### src/rtl/see_cone_pkg.sv
// Shared types and constants for the SEE cone fault-injection campaign controller.
// Vector ordering is selected by the SEE_CONE_LFSR_EN macro (see see_vec_gen).
package see_cone_pkg;

    typedef enum logic [2:0] {
        IDLE   = 3'd0,
        APPLY  = 3'd1,
        SETTLE = 3'd2,
        SAMPLE = 3'd3,
        DONE   = 3'd4
    } see_state_t;

    localparam int VEC_W_DEF = 8;
    localparam int CNT_W_DEF = VEC_W_DEF + 1;

    // Fibonacci LFSR x^8+x^6+x^5+x^4+1, shifting left with feedback into bit 0.
    localparam logic [7:0] LFSR_TAPS = 8'hB8;
    localparam logic [7:0] LFSR_SEED = 8'h01;
    // State whose successor is the seed, i.e. the last state of a full period.
    localparam logic [7:0] LFSR_LAST = 8'h80;

    function automatic logic [7:0] lfsr_next(input logic [7:0] s);
        return {s[6:0], ^(s & LFSR_TAPS)};
    endfunction

endpackage

### src/rtl/see_cone_campaign_vec_gen.sv
// Stimulus vector sequencer: ascending binary by default, or 0x00 followed by the
// 255 LFSR states when SEE_CONE_LFSR_EN is defined (VEC_W must be 8 in that build).
module see_vec_gen
    import see_cone_pkg::*;
#(
    parameter int VEC_W = VEC_W_DEF
) (
    input  logic             clk,
    input  logic             rst_n,
    input  logic             clear,
    input  logic             advance,
    output logic [VEC_W-1:0] vec,
    output logic             last
);

    logic [VEC_W-1:0] vec_next;

`ifdef SEE_CONE_LFSR_EN
    // 0x00 is not an LFSR state, so it is emitted first and then hands over to the seed.
    always_comb begin
        vec_next = (vec == '0) ? LFSR_SEED : lfsr_next(vec);
        last     = (vec == LFSR_LAST);
    end
`else
    always_comb begin
        vec_next = vec + VEC_W'(1);
        last     = &vec;
    end
`endif

    always_ff @(posedge clk) begin
        if (!rst_n || clear) begin
            vec <= '0;
        end else if (advance) begin
            vec <= vec_next;
        end
    end

endmodule

### src/rtl/see_cone_campaign.sv
// Exhaustive single-fault campaign over a combinational cone: apply, settle, compare.
// Vector order: ascending, or LFSR order when SEE_CONE_LFSR_EN is defined.
module see_cone_campaign
    import see_cone_pkg::*;
#(
    parameter int VEC_W = VEC_W_DEF,
    parameter int CNT_W = VEC_W + 1
) (
    input  logic             clk,
    input  logic             rst_n,
    input  logic             start,
    input  logic [3:0]       settle_cycles,
    output logic [VEC_W-1:0] vec_out,
    output logic             inject,
    input  logic             golden_in,
    input  logic             faulty_in,
    output logic             busy,
    output logic             done,
    output logic [CNT_W-1:0] err_count,
    output logic [VEC_W-1:0] first_err_vec,
    output logic             first_err_valid,
    output see_state_t       dbg_state
);

    // Handshake: start is a one-cycle request honoured only in IDLE; busy is high
    // from the following cycle through the last SAMPLE; done pulses for one cycle
    // in DONE (busy low), and the result outputs hold until the next accepted start.

    localparam logic [CNT_W-1:0] CNT_MAX = {{(CNT_W-1){1'b0}}, 1'b1} << VEC_W;

    see_state_t state, state_nxt;
    logic [3:0] settle_len;
    logic [3:0] settle_cnt;
    logic       start_acc;
    logic       gen_advance;
    logic       vec_last;
    logic       mismatch;

    see_vec_gen #(.VEC_W(VEC_W)) u_vec_gen (
        .clk     (clk),
        .rst_n   (rst_n),
        .clear   (start_acc),
        .advance (gen_advance),
        .vec     (vec_out),
        .last    (vec_last)
    );

    always_comb begin
        state_nxt   = state;
        start_acc   = 1'b0;
        gen_advance = 1'b0;
        case (state)
            IDLE: begin
                if (start) begin
                    start_acc = 1'b1;
                    state_nxt = APPLY;
                end
            end
            APPLY:  state_nxt = SETTLE;
            SETTLE: if (settle_cnt == 4'd0) state_nxt = SAMPLE;
            SAMPLE: begin
                if (vec_last) begin
                    state_nxt = DONE;
                end else begin
                    gen_advance = 1'b1;
                    state_nxt   = APPLY;
                end
            end
            DONE:    state_nxt = IDLE;
            default: state_nxt = IDLE;
        endcase
    end

    assign mismatch = (state == SAMPLE) && (golden_in != faulty_in);

    always_ff @(posedge clk) begin
        if (!rst_n) begin
            state           <= IDLE;
            settle_len      <= 4'd1;
            settle_cnt      <= 4'd0;
            err_count       <= '0;
            first_err_vec   <= '0;
            first_err_valid <= 1'b0;
        end else begin
            state <= state_nxt;
            if (start_acc) begin
                settle_len      <= (settle_cycles == 4'd0) ? 4'd1 : settle_cycles;
                err_count       <= '0;
                first_err_vec   <= '0;
                first_err_valid <= 1'b0;
            end
            // SETTLE exits when the counter reads zero, so load S-1 for S cycles.
            if (state == APPLY) begin
                settle_cnt <= settle_len - 4'd1;
            end else if (state == SETTLE && settle_cnt != 4'd0) begin
                settle_cnt <= settle_cnt - 4'd1;
            end
            if (mismatch) begin
                if (err_count != CNT_MAX) begin
                    err_count <= err_count + CNT_W'(1);
                end
                if (!first_err_valid) begin
                    first_err_vec   <= vec_out;
                    first_err_valid <= 1'b1;
                end
            end
        end
    end

    assign inject    = (state == APPLY);
    assign busy      = (state == APPLY) || (state == SETTLE) || (state == SAMPLE);
    assign done      = (state == DONE);
    assign dbg_state = state;

endmodule

### config.mk
export PLATFORM = sky130hd
export DESIGN_NAME = see_cone_campaign
export DESIGN_NICKNAME = d
export VERILOG_FILES = /design/src/rtl/see_cone_pkg.sv /design/src/rtl/see_cone_campaign_vec_gen.sv /design/src/rtl/see_cone_campaign.sv
export SDC_FILE = /design/constraint.sdc
export NUM_CORES = 1
export LEC_CHECK = 0
export ABC_AREA = 0
export BUFFER_PORTS_ARGS = -buffer_cell sky130_fd_sc_hd__buf_2
export CAP_MARGIN = 20
export CORE_MARGIN = 2
export CORE_UTILIZATION = 46
export DETAILED_ROUTE_END_ITERATION = 8
export PLACE_DENSITY = 0.8
export SYNTH_ARGS = -nofsm -noshare
export SYNTH_HDL_FRONTEND = slang
export SYNTH_HIERARCHICAL = 1
export SYNTH_SLANG_ARGS = --single-unit
### constraint.sdc
create_clock -name clk -period 2.3 [get_ports clk]
set_clock_uncertainty 0.05 [all_clocks]
set_input_delay 0.46 -clock clk [delete_from_list [all_inputs] [get_ports clk]]
set_output_delay 0.46 -clock clk [all_outputs]
set_load 0.1 [all_outputs]
* Yosys cells after proc, flatten, opt, wreduce, memory -nomap -nowiden
Cells that the tools add are included.
** Word-level totals
- Flip-flop bits (word level) :: 37
- Bits of input ports :: 9
- Output and inout port bits :: 32
** Operators by class
- $add $sub $neg :: 4
- Eq/ne operators :: 8
- Multiplexer cells :: 20
- Reduce and logical (&&, ||, !) cells :: 13
** Operators with widths (number)
- $mux W9 :: 3
- $mux W8 :: 3
- $mux W4 :: 3
- $pmux W3 S4 :: 1
- $add A9 B1 Y9 const B :: 1
- $mux W3 :: 3
- $ne A9 B9 Y1 const B :: 1
- $add A8 B1 Y8 const B :: 1
- $logic_not A4 Y1 :: 2
- $reduce_and A8 Y1 :: 1
- $sub A4 B1 Y4 const B :: 2
- $mux W1 :: 7
- $eq A3 B2 Y1 const B :: 2
- $ne A2 B2 Y1 const B :: 2
- $reduce_bool A4 Y1 :: 1
- $eq A3 B1 Y1 const B :: 1
- $eq A3 B3 Y1 const B :: 1
- $logic_not A3 Y1 :: 1
- $logic_or A1 B1 Y1 :: 3
- $logic_and A1 B1 Y1 :: 2
- $reduce_and A2 Y1 :: 1
- $reduce_bool A2 Y1 :: 1
- $logic_not A1 Y1 :: 1
- $ne A1 B1 Y1 :: 1

* Longest topological paths before layout
Gate-level depths: netlist (run 1).
- Depth in word-level cells :: 5
- Depth in mapped cells :: 8
- Gate-level depth less buffers :: 7

* Hierarchy
The synthesis (run 1) kept the hierarchy.
** By module, submodules not included
- see_cone_campaign :: times used 1, cells each 177, area an instance 1446.4 um^2, sequential area each 580.6 um^2
- see_vec_gen :: times used 1, cells each 40, area an instance 354.1 um^2, sequential area each 160.2 um^2

* Least setup slack after synthesis (run 1)
No wires, ideal clock.
- Kind :: register to register
- From :: reg state[0] (netlist: dbg_state[0])
- To :: reg settle_cnt[1]
- Library setup time :: 0.075 ns
- Arrival time :: 3.940 ns
- Data required time :: 2.175 ns
- Path slack :: -1.765 ns
- Cell stages (with the launch flop) :: 7
- Buffers on the path :: 1
- Period minus slack after synthesis :: 4.065 ns
- Cell sequence :: dfxtp_1 buf_6 nor3b_2 mux2i_1 ha_1 or4b_2 a31oi_1
** On the way
- Elaborated cells between the ends (all ways) :: 5
- Classes of those cells :: eq/ne (2); mux (1); reduce/logical (2)
** RTL lines
- start, declared :: RTL line see_cone_campaign.sv:31 : see_state_t state, state_nxt;
- start signal, assigned :: RTL line see_cone_campaign.sv:85 : state <= state_nxt;
- $eq A3 B1 Y1 *
- net inject :: RTL line see_cone_campaign.sv:14 : output logic inject,
- $mux W4 or $reduce_bool A2 Y1 (tied branches)
- end signal, assigned :: RTL line see_cone_campaign.sv:94 : settle_cnt <= settle_len - 4'd1;
- end signal, assigned :: RTL line see_cone_campaign.sv:96 : settle_cnt <= settle_cnt - 4'd1;
- end, declared :: RTL line see_cone_campaign.sv:33 : logic [3:0] settle_cnt;
The timed path passes the listed nets; every way through them passes the cells marked *.
A chain may end at the register's enable or synchronous reset.

* Final worst setup path (run 1)
- From :: reg state[1] (netlist: dbg_state[1])
- To :: out inject
** On the way
- Longest elaborated chain between the ends :: 1
** RTL lines
- $eq A3 B1 Y1 :: RTL line see_cone_campaign.sv:110 : assign inject = (state == APPLY);
- end, declared :: RTL line see_cone_campaign.sv:14
Every way passes these cells.

==> results of run 1 <==
[metrics by stage]
step / utilization / setup TNS (ns)
4_1_cts: 0.580 / 0
5_1_grt: 0.580 / 0
3_3_place_gp: 0.556 / 0
2_1_floorplan: - / -1.05
3_5_place_dp: 0.556 / 0
6_report: 0.580 / 0
[power by group through the flow]
stage	clock network [mW]	logic [mW]	registers, mW
3_5_place_dp	0	0.563	0.781
4_1_cts	0.483	0.566	0.767
6_report	0.473	0.567	0.770
3_3_place_gp	0	0.561	0.777
2_1_floorplan	0	0.411	0.836
5_1_grt	0.508	0.618	0.781
[sequential cells by signal, summed over array words and instances (netlist names)]
| signal | count |
|---|---|
| dbg_state | 3 |
| err_count | 9 |
| first_err_valid | 1 |
| first_err_vec | 8 |
| settle_cnt | 4 |
| settle_len | 4 |
| u_vec_gen/vec | 8 |
[critical path: cells and delay by family, from the launching register on]
kind,cells,cell delay (ns)
simple gates,1,0.38
flops,1,0.42
buf+inv,1,0.50
[placed cells by master, fill, tap and decap left out, types with 2 or more instances in the layout]
| master | n |
|---|---|
| clkbuf_8 | 6 |
| buf_2 | 40 |
| buf_4 | 4 |
| and2_1 | 3 |
| and3_1 | 2 |
| nand4_1 | 7 |
| dfxtp_1 | 34 |
| dfxtp_4 | 2 |
| o31ai_1 | 4 |
| nand2b_1 | 5 |
| or3_1 | 5 |
| xnor2_1 | 4 |
| nand3_1 | 17 |
| nand2_1 | 32 |
| xor2_1 | 4 |
| nor3_1 | 7 |
| a21oi_1 | 19 |
| o21ai_0 | 6 |
| o211ai_1 | 2 |
| nor4b_1 | 3 |
| clkbuf_1 | 2 |
| ha_1 | 4 |
| mux2i_1 | 8 |
| inv_1 | 6 |
| nor4_1 | 2 |
| nor2_1 | 12 |
[how the worst min path moves through the flow]
| stage | startpoint | end | slack [ns] | depth (start not counted) |
|---|---|---|---|---|
| 6_report | settle_cycles[2] | settle_len[2] | 0.36 | 3 |
| 5_1_grt | settle_cycles[3] | settle_len[3] | 0.38 | 3 |
| 4_1_cts | settle_cycles[2] | settle_len[2] | 0.35 | 3 |
| 3_5_place_dp | first_err_vec[3] | first_err_vec[3] | 0.41 | 2 |
| 3_3_place_gp | first_err_vec[6] | first_err_vec[6] | 0.40 | 2 |
| 2_1_floorplan | settle_cnt[3] | settle_cnt[3] | 0.39 | 2 |
[cell type report]
| class | instances | area (um2) | area share |
|---|---|---|---|
| repair buffers | 44 | 230 | 0.107 |
| inverters | 7 | 26.3 | 0.0122 |
| clock buffers | 8 | 90.1 | 0.0418 |
| multi-input cells | 162 | 1000 | 0.464 |
| well taps | 48 | 60.1 | 0.0278 |
| flip-flops and latches | 37 | 749 | 0.347 |
[routing by layer]
metal  track usage  up-vias  share of wire
met5             0        -              0
met4        0.0944        0          0.017
met3        0.0541        9          0.052
met2         0.330       49           0.45
met1         0.259      781           0.48
li1              -      858              -
[logic make-up (layout without fill, tap and decap cells)]
kind of cell / Yosys count / after routing / share of synthesized area
adders and majority gates: 4 / 4 / 0.0278
xor gates and xnor gates: 8 / 8 / 0.0389
buffers and inverters: 18 / 59 / 0.0424
AOI/OAI and AO/OA: 35 / 35 / 0.112
and+or+nand+nor: 107 / 107 / 0.323
DFF: 37 / 37 / 0.411
muxes: 8 / 8 / 0.0445
==> key figures, run 1 <==
Place
  – GPL Wtd Cong: just over 0.8
  – Pre-CTS WS: roughly 0.26 ns
  – Port Buf Inserts: 40
  – Dpl cell area: ~2100 um2
  – Dpl cells: roughly 300
  – HPWL Detailed: a little under 3000 um

Synthesis
  – Synth area leaders: dfxtp_1, nand2_1, a21oi_1, nand3_1, mux2i_1
  – Count of flip-flops with a built-in enable after synthesis: 0
  – Ys flop type: dfxtp_1
  – Ys Warns: 6
  – Synth top cells by count: dfxtp_1, nand2_1, a21oi_1
  – Syn_area_per_cell: between 8 and 9 um2
  – Synth async-reset ratio: 0
  – Register bit total from synthesis: 37
  – Top-count cell post-synth: dfxtp_1
  – Yosys top cell area share: 0.411
  – Cell count after synthesis: around 220
  – Cell taking the most area after synthesis: dfxtp_1
  – Distinct cells, synth: 40
  – Cell area after synthesis: 1800 um2
  – Seq/Total Area, Yosys: 0.411
  – Post-Syn Nets: 230

Pwr
  – Power density cells: 839 nW/um2
  – Switching share of power: 0.388
  – Reg power frac: 0.425
  – Net switching power: approximately 700 uW
  – Design Power: between 1.5 and 2 mW
  – Comb pwr share: 0.313
  – Leakage power: approximately 0.9 nW
  – VDD IR max: 0.000354 V
  – Pint: between 1 and 1.5 mW
  – Power share of the clock group: 0.261

Clock tree
  – Clk Latency, worst-skew pair: about 0.30 ns
  – CTS root buffer: clkbuf_8
  – Post-CTS Setup Inserts: 0
  – H-tree levels: 2
  – CTS tree: built
  – Resize count post-CTS: 0
  – CTS Hold Bufs: 0
  – Longest Clk Path Bufs: 2
  – Clk slew on worst S/H paths: ~0.080 ns
  – Clk sinks: 37
  – CTS buffer count: 5

Global routing
  – Antenna violations before repair: 0
  – Largest net degree at the start of global routing: 16
  – Number of global-route vias before repair: about 1500
  – Gr ovfl total: 0
  – First-pass GRT wire length: around 7000 um
  – GRT Util Overall: 0.207

Critical path
  – Worst endpoint data arrival time: 1.60 ns
  – CP cell instances: nor3b_4, buf_2
  – CP max-delay cell: buf_2
  – Critical Path Fanout Max: 15
  – Crit end category: output pin
  – Reg-to-reg slack, setup: around 0.25 ns
  – Critical path's largest stage delay: roughly 0.50 ns
  – Worst r2r path cells: 5
  – Crit path from: dbg_state[1]
  – Crit Reg-Reg Endpoint: settle_cnt[1]
  – Worst R2R Start: dbg_state[1]
  – Setup crit start kind: flop
  – WP data required: ~1.8 ns
  – Worst setup endpoint: inject
  – Crit path kind: flop to output pin

Die
  – Die Span Y: between 60 and 70 um
  – Placeable core area: about 3700 um2
  – Die Wd: roughly 67 um
  – Full die area: around 4400 um2
  – Initial core utilization: 0.485
  – IO Count: a little over 40
  – Rows: 22

Detailed routing
  – Detailed Route WL: 4170 um
  – Avg WL per Cell: approximately 14 um
  – DRC Markers: 0
  – Vias per std cell: between 5 and 6
  – DRT iter0 DRCs: 149
  – TritonRoute pass-1 iters: 4
  – Final ANT Viol Nets: 0
  – Via count: roughly 1700

Layout
  – Fraction of layout cells with a size suffix above 1: 0.229
  – Layout Cells excl Fill: 306
  – Antenna Cells: 0
  – Final nets: between 200 and 300
  – # fillers: between 300 and 400
  – Area growth syn-to-layout: 19.8%
  – Design area: between 2000 and 2500 um2

Run
  – MaxCap Viol Count: 0

Timing
  – Worst Tran Pin Value: 0.755 ns
  – Maximum clock rate: around 470 MHz
  – RSZ-0062 raised after global routing: no
  – Min Hold Slack: 0.361 ns
  – Tcrit/Tclk final: 0.916
  – Crit path time final: roughly 2.1 ns
  – Slew Limit Fails: 0
  – Hold Fails Final Rpt: 0
  – Headroom to the max-slew limit: 0.492
  – Final setup vio count: 0
  – Post-layout worst setup margin: approximately 0.19 ns

Min path
  – Hold crit path type: input port to flop

Status
  – Outcome: complete, no violations
(Power assumes the default switching activity.)
==> run 2, diff against run 1 <==
--- a/config.mk
+++ b/config.mk
@@ -9,9 +9,9 @@
 export BUFFER_PORTS_ARGS = -buffer_cell sky130_fd_sc_hd__buf_2
 export CAP_MARGIN = 20
 export CORE_MARGIN = 2
-export CORE_UTILIZATION = 46
+export CORE_UTILIZATION = 40
 export DETAILED_ROUTE_END_ITERATION = 8
-export PLACE_DENSITY = 0.8
+export PLACE_DENSITY = 0.72
 export SYNTH_ARGS = -nofsm -noshare
 export SYNTH_HDL_FRONTEND = slang
 export SYNTH_HIERARCHICAL = 1
==> run 2 against run 1 <==
  * Utilization is 8.4 points lower
  * Register-to-register slack hardly changed
  * Sequential power hardly changed
  * Critical path depth stayed put
  * Sequential cell count stayed put
  * Power is 0.25% lower
  * Maximum frequency is 0.13% lower
  * Sequential share of layout area is 0.080 points lower
  * Clock power is 1% lower
  * Highest routed layer unchanged
==> key figures, run 2 (synthesis gave the netlist of run 1 again) <==
Detailed routing
  – Final ANT Viol Nets: 0 (unchanged)
  – DRT iter0 DRCs: 159 (+6.7%)
  – Detailed Route WL: 4340 um (+3.9%)
  – Via count: 1702 (+0.29%)
  – Vias per std cell: 5.49 (-1.0%)
  – TritonRoute pass-1 iters: 4 (unchanged)
  – Avg WL per Cell: 14.0 um (+2.6%)
  – DRC Markers: 0 (unchanged)

Place
  – GPL Wtd Cong: 0.826 (+2.1%)
  – Port Buf Inserts: 40 (unchanged)
  – HPWL Detailed: 3130 um (+4.8%)
  – Pre-CTS WS: 0.288 ns (+0.0285 ns)

Critical path
  – CP cell instances: nor3b_4, buf_2
  – Worst endpoint data arrival time: 1.60 ns (about the same)
  – Critical Path Fanout Max: 15 (unchanged)
  – CP max-delay cell: buf_2
  – CP delay by family, top: buffers and inverters
  – Critical path's largest stage delay: 0.50 ns (about the same)
  – WP data required: 1.79 ns (about the same)
  – Setup crit start kind: flop
  – Reg-to-reg slack, setup: 0.24 ns (about the same)
  – Crit path kind: flop to output pin
  – Crit end category: output pin
  – CP bufs+invs: 1 (unchanged)

Layout
  – Number of flip-flops in the largest register: 9 (unchanged)
  – # fillers: 420 (+17%)
  – Final nets: 270 (unchanged)
  – FF/Latch Area: 749 um2 (unchanged)
  – Fraction of layout cells with a size suffix above 1: 0.229 (unchanged)
  – Reg with most FFs: err_count
  – Biggest regs: err_count: 9 flops, first_err_vec: 8 flops, u_vec_gen/vec: 8 flops
  – Area growth syn-to-layout: 20.1%
  – Antenna Cells: 0 (unchanged)
  – Commonest non-fill, non-tap cell in the layout: buf_2
  – Most frequent cells in the layout: buf_2, dfxtp_1, nand2_1
  – Multi-input combinational cell area: 1000 um2 (unchanged)

Clock tree
  – CTS buffer count: 5 (unchanged)
  – Clk slew on worst S/H paths: 0.07 ns (about the same)
  – CTS Hold Bufs: 0 (unchanged)
  – Post-CTS Setup Inserts: 0 (unchanged)
  – Longest Clk Path Bufs: 2 (unchanged)
  – Resize count post-CTS: 0 (unchanged)
  – H-tree levels: 2 (unchanged)
  – CTS root buffer: clkbuf_8
  – Clk sinks: 37 (unchanged)
  – Clk Latency, worst-skew pair: 0.29 ns (about the same)
  – CTS tree: built

Die
  – Placeable core area: 4350 um2 (+17%)
  – Die Wd: 71.1 um (+6.8%)
  – IO Count: 41 (unchanged)
  – Die Span Y: 71.1 um (+6.8%)
  – Full die area: 5050 um2 (+14%)
  – Rows: 24 (+9.1%)
  – Initial core utilization: 0.414 (-0.0710)

Global routing
  – Gr ovfl total: 0 (unchanged)
  – Antenna violations before repair: 0 (unchanged)
  – GRT Util Overall: 0.181 (-0.0259)
  – Number of global-route vias before repair: 1547 (+0.85%)
  – Largest net degree at the start of global routing: 16 (unchanged)
  – First-pass GRT wire length: 7270 um (+4.0%)

Pwr
  – Leakage power: 0.902 nW (unchanged)
  – VDD IR max: 0.000376 V (+6.2%)
  – Net switching power: 697 uW (-0.73%)
  – Power share of the clock group: 0.258 (-0.003)
  – Design Power: 1.80 mW (-0.25%)
  – Reg power frac: 0.427 (+0.002)
  – Switching share of power: 0.386 (-0.00187)
  – Pint: 1.11 mW (about the same)
  – Power density cells: 835 nW/um2 (-0.48%)
  – Comb pwr share: 0.315 (+0.002)

Timing
  – Setup TNS: 0 ns (unchanged)
  – Hold Fails Final Rpt: 0 (unchanged)
  – Worst Tran Pin Value: 0.811 ns (+0.0559 ns)
  – Maximum clock rate: 474 MHz (-0.13%)
  – Slew Limit Fails: 0 (unchanged)
  – Headroom to the max-slew limit: 0.455 (-0.0375)
  – RSZ-0062 raised after global routing: no
  – Post-layout worst setup margin: 0.191 ns (-0.00275 ns)
  – Tcrit/Tclk final: 0.917 (+0.00120)
  – Crit path time final: 2.11 ns (+0.00275 ns)
  – Min Hold Slack: 0.374 ns (+0.0132 ns)
  – Final setup vio count: 0 (unchanged)

Run
  – MaxCap Viol Count: 0 (unchanged)

Status
  – Outcome: complete, no violations

Min path
  – Hold crit path type: input port to flop
[run 2: cell type report]
cell class / count / area share
multi-input combinational: 162 / 0.463
inverter: 7 / 0.0122
timing repair buffer: 44 / 0.106
sequential: 37 / 0.347
clock buffer: 8 / 0.0417
tap: 52 / 0.0301
[run 2: metal layers]
metal	vias up	routed length (um)	global-route usage
met5	-	0	0
li1	850	-	-
met1	795	1900	0.228
met3	6	287	0.0613
met4	0	68	0.0713
met2	51	2080	0.286
[run 2: path summary, 6_finish.rpt]
check,from,to,cells past startpoint
max reg2reg,dbg_state[1],settle_cnt[1],5
min,settle_cycles[3],settle_len[3],3
min reg2reg,first_err_vec[5],first_err_vec[5],2
max,dbg_state[1],inject,2
[run 2: power by group through the flow]
stage / Clock (mW) / Sequential, mW / Combinational [mW]
after CTS: 0.478 / 0.770 / 0.573
final: 0.466 / 0.771 / 0.568
after detailed placement: 0 / 0.783 / 0.567
after floorplan: 0 / 0.836 / 0.411
after global placement: 0 / 0.778 / 0.562
after global routing: 0.506 / 0.783 / 0.619
[run 2: worst reg2reg max path, cell delays in order (launching register included)]
cell	delay, ns
dfxtp_2	0.42
nor3b_4	0.38
mux2i_1	0.25
ha_1	0.27
or4b_4	0.49
a31oi_1	0.13
[run 2: per-stage QoR]
step | instance area [um2] | cells | util
CTS | 2160 | 310 | 0.497
global route | 2160 | 310 | 0.497
global placement | 2070 | 302 | 0.476
finish | 2160 | 310 | 0.497
detailed placement | 2070 | 302 | 0.476
floorplan | 1830 | 217 | -
